### src/rtl/ahb_bus_master.sv
// rtl/ahb_bus_master.sv - AHB incrementing-burst bus master with retry/split/error handling
module ahb_bus_master (
    input  logic        HCLK,
    input  logic        HRESETn,
    input  logic        cmd_valid,
    output logic        cmd_ready,
    input  logic [31:0] cmd_addr,
    input  logic [4:0]  cmd_len,
    input  logic        cmd_write,
    input  logic        cmd_lock,
    input  logic [31:0] wdata,
    output logic        wdata_ack,
    output logic [31:0] rdata,
    output logic        rdata_valid,
    output logic        done,
    output logic        done_err,
    output logic        HBUSREQ,
    output logic        HLOCK,
    input  logic        HGRANT,
    input  logic        HREADY,
    input  logic [1:0]  HRESP,
    output logic [31:0] HADDR,
    output logic [1:0]  HTRANS,
    output logic        HWRITE,
    output logic [31:0] HWDATA,
    input  logic [31:0] HRDATA
);
    typedef enum logic [2:0] {S_IDLE, S_REQ, S_XFER, S_RESP2, S_FIN} state_t;

    localparam logic [1:0] TR_IDLE   = 2'b00;
    localparam logic [1:0] TR_NONSEQ = 2'b10;
    localparam logic [1:0] TR_SEQ    = 2'b11;
    localparam logic [1:0] RSP_OKAY  = 2'b00;
    localparam logic [1:0] RSP_ERROR = 2'b01;

    state_t      r_state;
    logic [31:0] r_haddr;
    logic [31:0] r_dp_addr;
    logic [4:0]  r_alen;
    logic [4:0]  r_dlen;
    logic [1:0]  r_trans;
    logic        r_dp;
    logic        r_nonseq;
    logic        r_write;
    logic        r_lock;
    logic        r_busreq;
    logic        r_hlock;
    logic        r_cmd_ready;
    logic        r_done;
    logic        r_done_err;
    logic        r_wdata_ack;
    logic        r_rdata_valid;
    logic [31:0] r_rdata;

    logic        w_acc;
    logic        w_dfin;
    logic        w_rewind;
    logic [31:0] w_next_addr;
    logic [4:0]  w_alen_n;
    logic [4:0]  w_dlen_n;
    logic [4:0]  w_cmd_len;
    logic        w_seq_ok;

    // r_alen counts address phases still to be accepted, r_dlen data phases still to finish OKAY.
    // A RETRY/SPLIT rewinds the address to the failed data phase and re-arms every unfinished transfer.
    assign w_acc       = HREADY & r_trans[1];
    assign w_dfin      = HREADY & r_dp & (r_state == S_XFER);
    assign w_rewind    = (r_state == S_RESP2) & HREADY & (HRESP != RSP_ERROR);
    assign w_next_addr = w_rewind ? r_dp_addr : (w_acc ? r_haddr + 32'd4 : r_haddr);
    assign w_alen_n    = w_rewind ? r_dlen : r_alen - {4'd0, w_acc};
    assign w_dlen_n    = r_dlen - {4'd0, w_dfin};
    assign w_cmd_len   = (cmd_len == 5'd0) ? 5'd1 : cmd_len;
    assign w_seq_ok    = !r_nonseq && (w_next_addr[9:0] != 10'd0);

    always_ff @(posedge HCLK or negedge HRESETn) begin
        if (!HRESETn) begin
            r_state       <= S_IDLE;
            r_haddr       <= 32'd0;
            r_dp_addr     <= 32'd0;
            r_alen        <= 5'd0;
            r_dlen        <= 5'd0;
            r_trans       <= TR_IDLE;
            r_dp          <= 1'b0;
            r_nonseq      <= 1'b1;
            r_write       <= 1'b0;
            r_lock        <= 1'b0;
            r_busreq      <= 1'b0;
            r_hlock       <= 1'b0;
            r_cmd_ready   <= 1'b1;
            r_done        <= 1'b0;
            r_done_err    <= 1'b0;
            r_wdata_ack   <= 1'b0;
            r_rdata_valid <= 1'b0;
            r_rdata       <= 32'd0;
        end else begin
            r_wdata_ack   <= 1'b0;
            r_rdata_valid <= 1'b0;
            case (r_state)
                S_IDLE: begin
                    if (cmd_valid) begin
                        r_state     <= S_REQ;
                        r_haddr     <= cmd_addr & ~32'd3;
                        r_alen      <= w_cmd_len;
                        r_dlen      <= w_cmd_len;
                        r_write     <= cmd_write;
                        r_lock      <= cmd_lock;
                        r_busreq    <= 1'b1;
                        r_hlock     <= cmd_lock;
                        r_cmd_ready <= 1'b0;
                        r_nonseq    <= 1'b1;
                        r_dp        <= 1'b0;
                    end
                end
                S_REQ, S_XFER, S_RESP2: begin
                    if (r_state == S_XFER && !HREADY && r_dp && HRESP != RSP_OKAY) begin
                        r_state  <= S_RESP2;
                        r_trans  <= TR_IDLE;
                        r_nonseq <= 1'b1;
                    end else if (r_state == S_RESP2 && HREADY && HRESP == RSP_ERROR) begin
                        r_state    <= S_FIN;
                        r_trans    <= TR_IDLE;
                        r_dp       <= 1'b0;
                        r_busreq   <= 1'b0;
                        r_hlock    <= 1'b0;
                        r_done     <= 1'b1;
                        r_done_err <= 1'b1;
                    end else if (HREADY) begin
                        if (w_dfin) begin
                            if (r_write) begin
                                r_wdata_ack <= 1'b1;
                            end else begin
                                r_rdata       <= HRDATA;
                                r_rdata_valid <= 1'b1;
                            end
                        end
                        if (w_rewind) begin
                            r_busreq <= 1'b1;
                            r_hlock  <= r_lock;
                        end
                        r_dp <= w_acc;
                        if (w_acc) begin
                            r_dp_addr <= r_haddr;
                        end
                        r_haddr <= w_next_addr;
                        r_alen  <= w_alen_n;
                        r_dlen  <= w_dlen_n;
                        if (w_dlen_n == 5'd0) begin
                            r_state    <= S_FIN;
                            r_trans    <= TR_IDLE;
                            r_busreq   <= 1'b0;
                            r_hlock    <= 1'b0;
                            r_done     <= 1'b1;
                            r_done_err <= 1'b0;
                        end else if (HGRANT && w_alen_n != 5'd0) begin
                            r_state  <= S_XFER;
                            r_trans  <= w_seq_ok ? TR_SEQ : TR_NONSEQ;
                            r_nonseq <= 1'b0;
                            r_busreq <= (w_alen_n > 5'd1);
                            r_hlock  <= (w_alen_n > 5'd1) && r_lock;
                        end else begin
                            r_trans <= TR_IDLE;
                            if (!HGRANT) begin
                                r_nonseq <= 1'b1;
                            end
                            if (r_state == S_RESP2) begin
                                r_state <= S_XFER;
                            end
                        end
                    end
                end
                S_FIN: begin
                    r_state     <= S_IDLE;
                    r_done      <= 1'b0;
                    r_done_err  <= 1'b0;
                    r_cmd_ready <= 1'b1;
                end
                default: r_state <= S_IDLE;
            endcase
        end
    end

    assign cmd_ready   = r_cmd_ready;
    assign wdata_ack   = r_wdata_ack;
    assign rdata       = r_rdata;
    assign rdata_valid = r_rdata_valid;
    assign done        = r_done;
    assign done_err    = r_done_err;
    assign HBUSREQ     = r_busreq;
    assign HLOCK       = r_hlock;
    assign HADDR       = r_haddr;
    assign HTRANS      = r_trans;
    assign HWRITE      = r_write;
    assign HWDATA      = (r_dp && r_write) ? wdata : 32'd0;
endmodule
### config.mk
export PLATFORM = sky130hd
export DESIGN_NAME = ahb_bus_master
export DESIGN_NICKNAME = d
export VERILOG_FILES = /design/src/rtl/ahb_bus_master.sv
export SDC_FILE = /design/constraint.sdc
export NUM_CORES = 1
export LEC_CHECK = 0
export CORE_MARGIN = 8
export CORE_UTILIZATION = 40
export DETAILED_ROUTE_END_ITERATION = 10
export PLACE_DENSITY = 0.75
export SLEW_MARGIN = 25
export SYNTH_ARGS = -nofsm -noshare
export SYNTH_HDL_FRONTEND = slang
export SYNTH_SLANG_ARGS = --single-unit
### constraint.sdc
create_clock -name HCLK -period 2.19 [get_ports HCLK]
set_input_delay 0.438 -clock HCLK [delete_from_list [all_inputs] [get_ports HCLK]]
set_output_delay 0.438 -clock HCLK [all_outputs]
set_load 0.01 [all_outputs]
==> impl_metrics.csv, run 1 <==
group,metric,value,unit
global_route,grt_pass1_wl,34700,um
placed_design,dp_hpwl,16200,um
timing,finalCriticalPeriod,2.31,ns
timing,slew-limit-headroom,65.1,%
run,maxCapViolations,0,
routing,viasPerCell,5.34,
power,power.density,1380,nW/um^2
routing,drc,0,
global_route,grt_max_degree,55,
cells_and_area,nFillCells,1288,
global_route,grt_pass1_vias,6667,
cells_and_area,area_growth,60.8,%
timing,setup_viol,7,
min_path,worstHoldPathCells,2,
clock_tree,clk_pin_slew,0.06,ns
setup_path,crit_fanout,6,
clock_tree,clock-sinks,122,
yosys,yosysSeqAreaShare,46.2,%
timing,worst_slew_pin_slew,0.516,ns
routing,drt_first_pass_iters,5,
routing,drtAntennaViolNets,0,
timing,fmax,0.432,GHz
placed_design,gp_congestion,0.859,
min_path,worstHoldPathType,"reg2reg",
cells_and_area,layout-drive-gt1-share,21.3,%
yosys,async_flop_share,100,%
yosys,avgSynthCellArea,9.17,um^2
clock_tree,clock_latency,0.42,ns
timing,min_period_over_period,106,%
outcome,violations,"setup timing",
floorplan,die_h,145,um
cells_and_area,register_area,3060,um^2
timing,report.final.hold_viol_count,0,
setup_path,reg2reg_depth,11,
yosys,yosysWarningCount,0,
global_route,grt_use_total,21.2,%
floorplan,start_util,40.4,%
power,power.leakage,0.00532,uW
setup_path,critPathRequiredTime,2.53,ns
timing,setup_slack,-0.122,ns
yosys,syn-cell-area,6610,um^2
timing,finClkSkew,0.0107,ns
timing,hold_slack,0.458,ns
routing,drt-wirelength-per-cell,18.0,um
floorplan,std_cell_rows,47,
clock_tree,htreeDepth,4,
cells_and_area,utilization,65.0,%
global_route,grt-ovfl-total,0,
power,ir_worst_vdd,0.704,mV
setup_path,critical_path.startpoint_type,"flop",
placed_design,portBuffers,213,
routing,drt_iter0_markers,448,
timing,drv_slew,0,
routing,vias,6669,
clock_tree,cts-root-buf,"clkbuf_16",
timing,rsz0062_at_grt,"true",
clock_tree,cts_tree,"done",
clock_tree,clockBufferDepth,2,
yosys,synth-edff-count,0,
clock_tree,cts-buffers-inserted,17,
setup_path,arrival,2.66,ns
floorplan,ios,216,
yosys,ys_ff_latch,122,
routing,wirelength,22500,um
setup_path,worstSetupEndpointType,"flop",
floorplan,core_region_area,16300,um^2
setup_path,path_class,"reg2reg",
timing,totalNegativeSetupSlack,-0.373,ns
yosys,syn-num-nets,836,
global_route,antenna_found_initial,0,
yosys,ys_types,70,
outcome,status,"complete, but fails checks",
floorplan,die_x,145,um
cells_and_area,diodes,0,
cells_and_area,multi_input_area,3490,um^2
yosys,ys.flop_type,"dfrtp_1",
cells_and_area,nets,1131,
yosys,syn_inst,721,
floorplan,die_area,20900,um^2
## report_power, final
group,internal (uW),switching [uW],total (uW)
Clock,1860,1050,2900
Combinational,3940,3970,7900
Sequential,3230,634,3870
## per-stage QoR
| step | total power [uW] | worst slack [ns] | cells | instance area, um^2 |
|---|---|---|---|---|
| 2_1_floorplan | 7760 | -0.0988 | 721 | 6660 |
| 5_1_grt | 15600 | -0.205 | 1249 | 10600 |
| 4_1_cts | 14500 | -0.0737 | 1244 | 10400 |
| 6_report | 14700 | -0.122 | 1249 | 10600 |
| 3_5_place_dp | 11300 | -0.600 | 1199 | 9610 |
| 3_3_place_gp | 11100 | -0.478 | 1199 | 9610 |
## cells by family (layout without fill, tap and decap cells)
kind of cell,count (synthesis),after routing,synth area share [%]
mux,36,36,6.06
fa+ha+maj,5,5,0.946
simple gates,317,317,23.1
xor+xnor,30,30,3.97
compound gates,153,153,15.7
flops,122,122,46.2
buf+inv,58,366,4.01
## worst max-delay path, stage by stage (launching register included)
cell      delay [ns]
dfrtp_1         0.38
and4bb_2        0.27
nand2_2         0.09
inv_2           0.05
ha_4            0.17
ha_4            0.16
xor2_2          0.14
nor3b_2         0.17
nand3_2         0.19
a311oi_2        0.38
o21ai_1         0.13
o21ai_1         0.10
## cells in the mapped netlist (5+ instances only)
master,instances,area share [%]
nand3_1,15,1.1
xor2_1,13,1.7
nor2_1,41,2.3
o21ai_1,8,0.61
buf_2,16,1.2
inv_1,11,0.62
ha_1,5,0.95
nor3b_1,5,0.57
a211oi_1,13,1.5
nand2_1,160,9.1
a21o_1,7,0.79
o21ai_0,40,3.0
a31oi_1,8,0.76
nand4_1,5,0.47
mux2_2,28,4.8
xnor2_1,17,2.3
a21oi_1,25,1.9
a221oi_1,15,2.0
o31ai_1,5,0.57
buf_4,5,0.57
and3_1,37,3.5
dfrtp_1,120,45
nor3_1,20,1.5
o22ai_1,8,0.76
clkbuf_1,23,1.3
## layout make-up
class	instances	area share [%]
flip-flops and latches	122	28.7
clock buffers	19	4.26
clock inverters	13	1.57
well taps	220	2.59
repair buffers	322	29.5
inverters	12	0.471
multi-input cells	541	32.9
## per-layer routing
metal / vias up / routed length [um] / GRT usage, %
met5: - / 0 / 0
met4: 0 / 569 / 8.21
met2: 297 / 10600 / 34.9
met3: 41 / 2190 / 7.40
met1: 3184 / 9130 / 25.0
li1: 3147 / - / -
## placed cells by master, fill, tap and decap left out, types with 17 or more instances in the layout
cell type | Yosys | layout
nand2_1 | 160 | 158
nor2_1 | 41 | 38
buf_4 | 5 | 99
clkbuf_16 | 0 | 17
and3_1 | 37 | 36
nor3_1 | 20 | 20
a21oi_1 | 25 | 24
o21ai_0 | 40 | 37
dfrtp_1 | 120 | 120
mux2_2 | 28 | 28
clkdlybuf4s50_1 | 0 | 179
dlymetal6s2s_1 | 0 | 32
## sequential cells by signal (all words and copies together), names as in the netlist, 2 cells and up
register / cells
HADDR: 32
HTRANS: 2
r_alen: 5
r_dlen: 5
r_dp_addr: 32
r_state: 3
rdata: 32
## repair_timing
| action | 4_1_cts | 5_1_grt |
|---|---|---|
| buffers inserted | 12 | 5 |
| endpoints found under the setup margin | 46 | 47 |
| hold buffers | 1 | 0 |
| gates resized for setup | 22 | 52 |
| pin swaps | 10 | 18 |
| hold endpoints to repair | 23 | 0 |
## final timing paths
kind,from,end,slack (ns)
min in group asynchronous,HRESETn,HADDR[21],0.49
max in group asynchronous,HRESETn,r_dlen[4],1.06
setup / recovery,r_state[1],r_nonseq,-0.12
hold / removal,cmd_ready,cmd_ready,0.46
setup reg to reg,r_state[1],r_nonseq,-0.12
hold reg to reg,cmd_ready,cmd_ready,0.46
(Power assumes the default switching activity.)
==> inputs of run 2 (changes only) <==
--- a/config.mk
+++ b/config.mk
@@ -8,7 +8,8 @@
 export CORE_MARGIN = 8
 export CORE_UTILIZATION = 40
 export DETAILED_ROUTE_END_ITERATION = 10
-export PLACE_DENSITY = 0.75
+export GPL_TIMING_DRIVEN = 0
+export PLACE_DENSITY = 0.81
 export SLEW_MARGIN = 25
 export SYNTH_ARGS = -nofsm -noshare
 export SYNTH_HDL_FRONTEND = slang
==> run 2 against run 1 <==
Via count up 1.3%. The run still ends with setup timing left. Die area unchanged. Combinational power fell by 5.4%. First-iteration DRC count is 31% higher. Critical path type unchanged. Largest cell class unchanged.
==> impl_metrics.csv, run 2 (synthesis gave the netlist of run 1 again) <==
group,metric,value,unit
cells_and_area,diodes,0,
run,maxCapViolations,0,
cells_and_area,area_growth,56.4,%
setup_path,critical_path.startpoint_type,"flop",
timing,rsz0062_at_grt,"true",
min_path,worstHoldPathCells,2,
routing,viasPerCell,5.54,
routing,drc,0,
global_route,groute.layer.met1.usage,24.6,%
power,power.density,1400,nW/um^2
setup_path,r2r-end,"r_state[0]",
outcome,status,"complete, but fails checks",
timing,report.final.hold_viol_count,0,
timing,hold_slack,0.459,ns
timing,setup_viol,10,
global_route,grt_pass1_vias,6712,
clock_tree,clock_latency,0.42,ns
global_route,busiest_layer,"met2",
setup_path,path_class,"reg2reg",
floorplan,die_h,145,um
outcome,violations,"setup timing",
global_route,grt_util_met3,9.87,%
power,ir_worst_vdd,0.690,mV
floorplan,core_region_area,16300,um^2
global_route,grt_max_degree,91,
cells_and_area,layout-drive-gt1-share,19.8,%
setup_path,critPathRequiredTime,2.49,ns
floorplan,ios,216,
setup_path,reg2reg_depth,12,
routing,drt_iter0_markers,587,
routing,drtAntennaViolNets,0,
timing,totalNegativeSetupSlack,-1.67,ns
floorplan,start_util,40.4,%
timing,slew-limit-headroom,46.4,%
floorplan,die_x,145,um
routing,drt_first_pass_iters,5,
floorplan,std_cell_rows,47,
setup_path,worst-r2r-setup-slack,-0.30,ns
min_path,worstHoldPathType,"reg2reg",
min_path,hold_start,"cmd_ready",
power,power.leakage,0.00499,uW
global_route,grt-ovfl-total,0,
clock_tree,cts-buffers-inserted,17,
clock_tree,clockBufferDepth,2,
timing,finClkSkew,0.00805,ns
global_route,grt_use_met2,36.2,%
setup_path,arrival,2.79,ns
cells_and_area,final_common_cell,"clkdlybuf4s50_1",
timing,finalCriticalPeriod,2.49,ns
setup_path,crit_start,"r_state[0]",
global_route,antenna_found_initial,0,
clock_tree,cts-root-buf,"clkbuf_16",
global_route,grt_use_total,22.0,%
clock_tree,clk_pin_slew,0.05,ns
clock_tree,cts_tree,"done",
global_route,grt_pass1_wl,35500,um
min_path,hold-path-endpoint,"cmd_ready",
cells_and_area,nets,1105,
clock_tree,clock-sinks,122,
setup_path,reg2reg_from,"r_state[0]",
routing,wirelength,23900,um
routing,vias,6753,
setup_path,worstSetupEndpointType,"flop",
timing,fmax,0.401,GHz
timing,worst_slew_pin_slew,0.804,ns
placed_design,dp_hpwl,16800,um
timing,min_period_over_period,114,%
placed_design,gp_congestion,0.944,
clock_tree,htreeDepth,4,
setup_path,crit_fanout,7,
timing,drv_slew,0,
timing,setup_slack,-0.301,ns
placed_design,portBuffers,212,
routing,drt-wirelength-per-cell,19.6,um
floorplan,die_area,20900,um^2
cells_and_area,final_cell_mix,"clkdlybuf4s50_1 (187), nand2_1 (157), dfrtp_1 (112)",
[run 2: cell types whose count changed in the layout (fill, tap and decap cells not counted), sizes merged]
cell and delta:
inv -2, clkinv -1, buf -48, dlymetal6s2s -10, clkinvlp -2, bufinv +1, clkbuf +24, dlygate4sd2 +1
clkdlybuf4s50 +8
[run 2: how the worst max path moves through the flow]
stage / depth (start not counted) / slack (ns) / endpoint
after detailed placement: 6 / -0.57 / HADDR[2]
after floorplan: 12 / -0.1 / r_state[0]
after CTS: 12 / -0.20 / r_state[0]
after global routing: 12 / -0.36 / r_state[0]
after global placement: 1 / -4.18 / HADDR[16]
final: 12 / -0.30 / r_state[0]
[run 2: worst max-delay path, cell delays in order (launching register included)]
cell      delay (ns)
dfrtp_1         0.42
buf_6           0.13
and4bb_1        0.30
nand2_2         0.09
inv_2           0.10
ha_4            0.15
ha_4            0.13
xor2_1          0.07
nor3b_2         0.27
nand3_4         0.17
nand3_2         0.14
o22ai_2         0.10
a211o_1         0.30
[run 2: metal layers]
metal | part of all wire [%] | routed length [um]
met1 | 38 | 9040
met2 | 46 | 11100
met3 | 13 | 3180
met4 | 2.8 | 678
met5 | 0 | 0
[run 2: cell type report]
type / count / area [um^2]
Buffer: 45 / 302
Clock inverter: 9 / 148
Sequential cell: 122 / 3070
Tap cell: 220 / 275
Timing Repair Buffer: 251 / 2490
Fill cell: 1293 / 6010
Clock buffer: 20 / 457
Inverter: 12 / 52.6
Multi-Input combinational cell: 541 / 3550
[run 2: power by group]
part           total [uW]  internal [uW]  switching [uW]
sequential           4130           3250             880
combinational        7470           3580            3890
clock                2930           1930             999
[run 2: per-stage QoR]
step                      setup slack [ns]  util [%]  total power, uW  cell area, um^2  cells
after floorplan                    -0.0988         -             7760             6660    721
after global placement               -4.18      55.4            10400             9050   1153
after detailed placement            -0.571      55.6            10600             9090   1154
after CTS                           -0.198      61.1            14000             9990   1203
after global routing                -0.358      63.3            15400            10300   1220
final                               -0.301      63.3            14500            10300   1220
[run 2: timing repair]
item                                   CTS  global route
endpoints found under the hold margin   32             0
pin swaps                               13            13
gates resized for setup                 52            80
hold buffers                             1             0
buffers inserted                        19            18
setup endpoints to repair               73           121
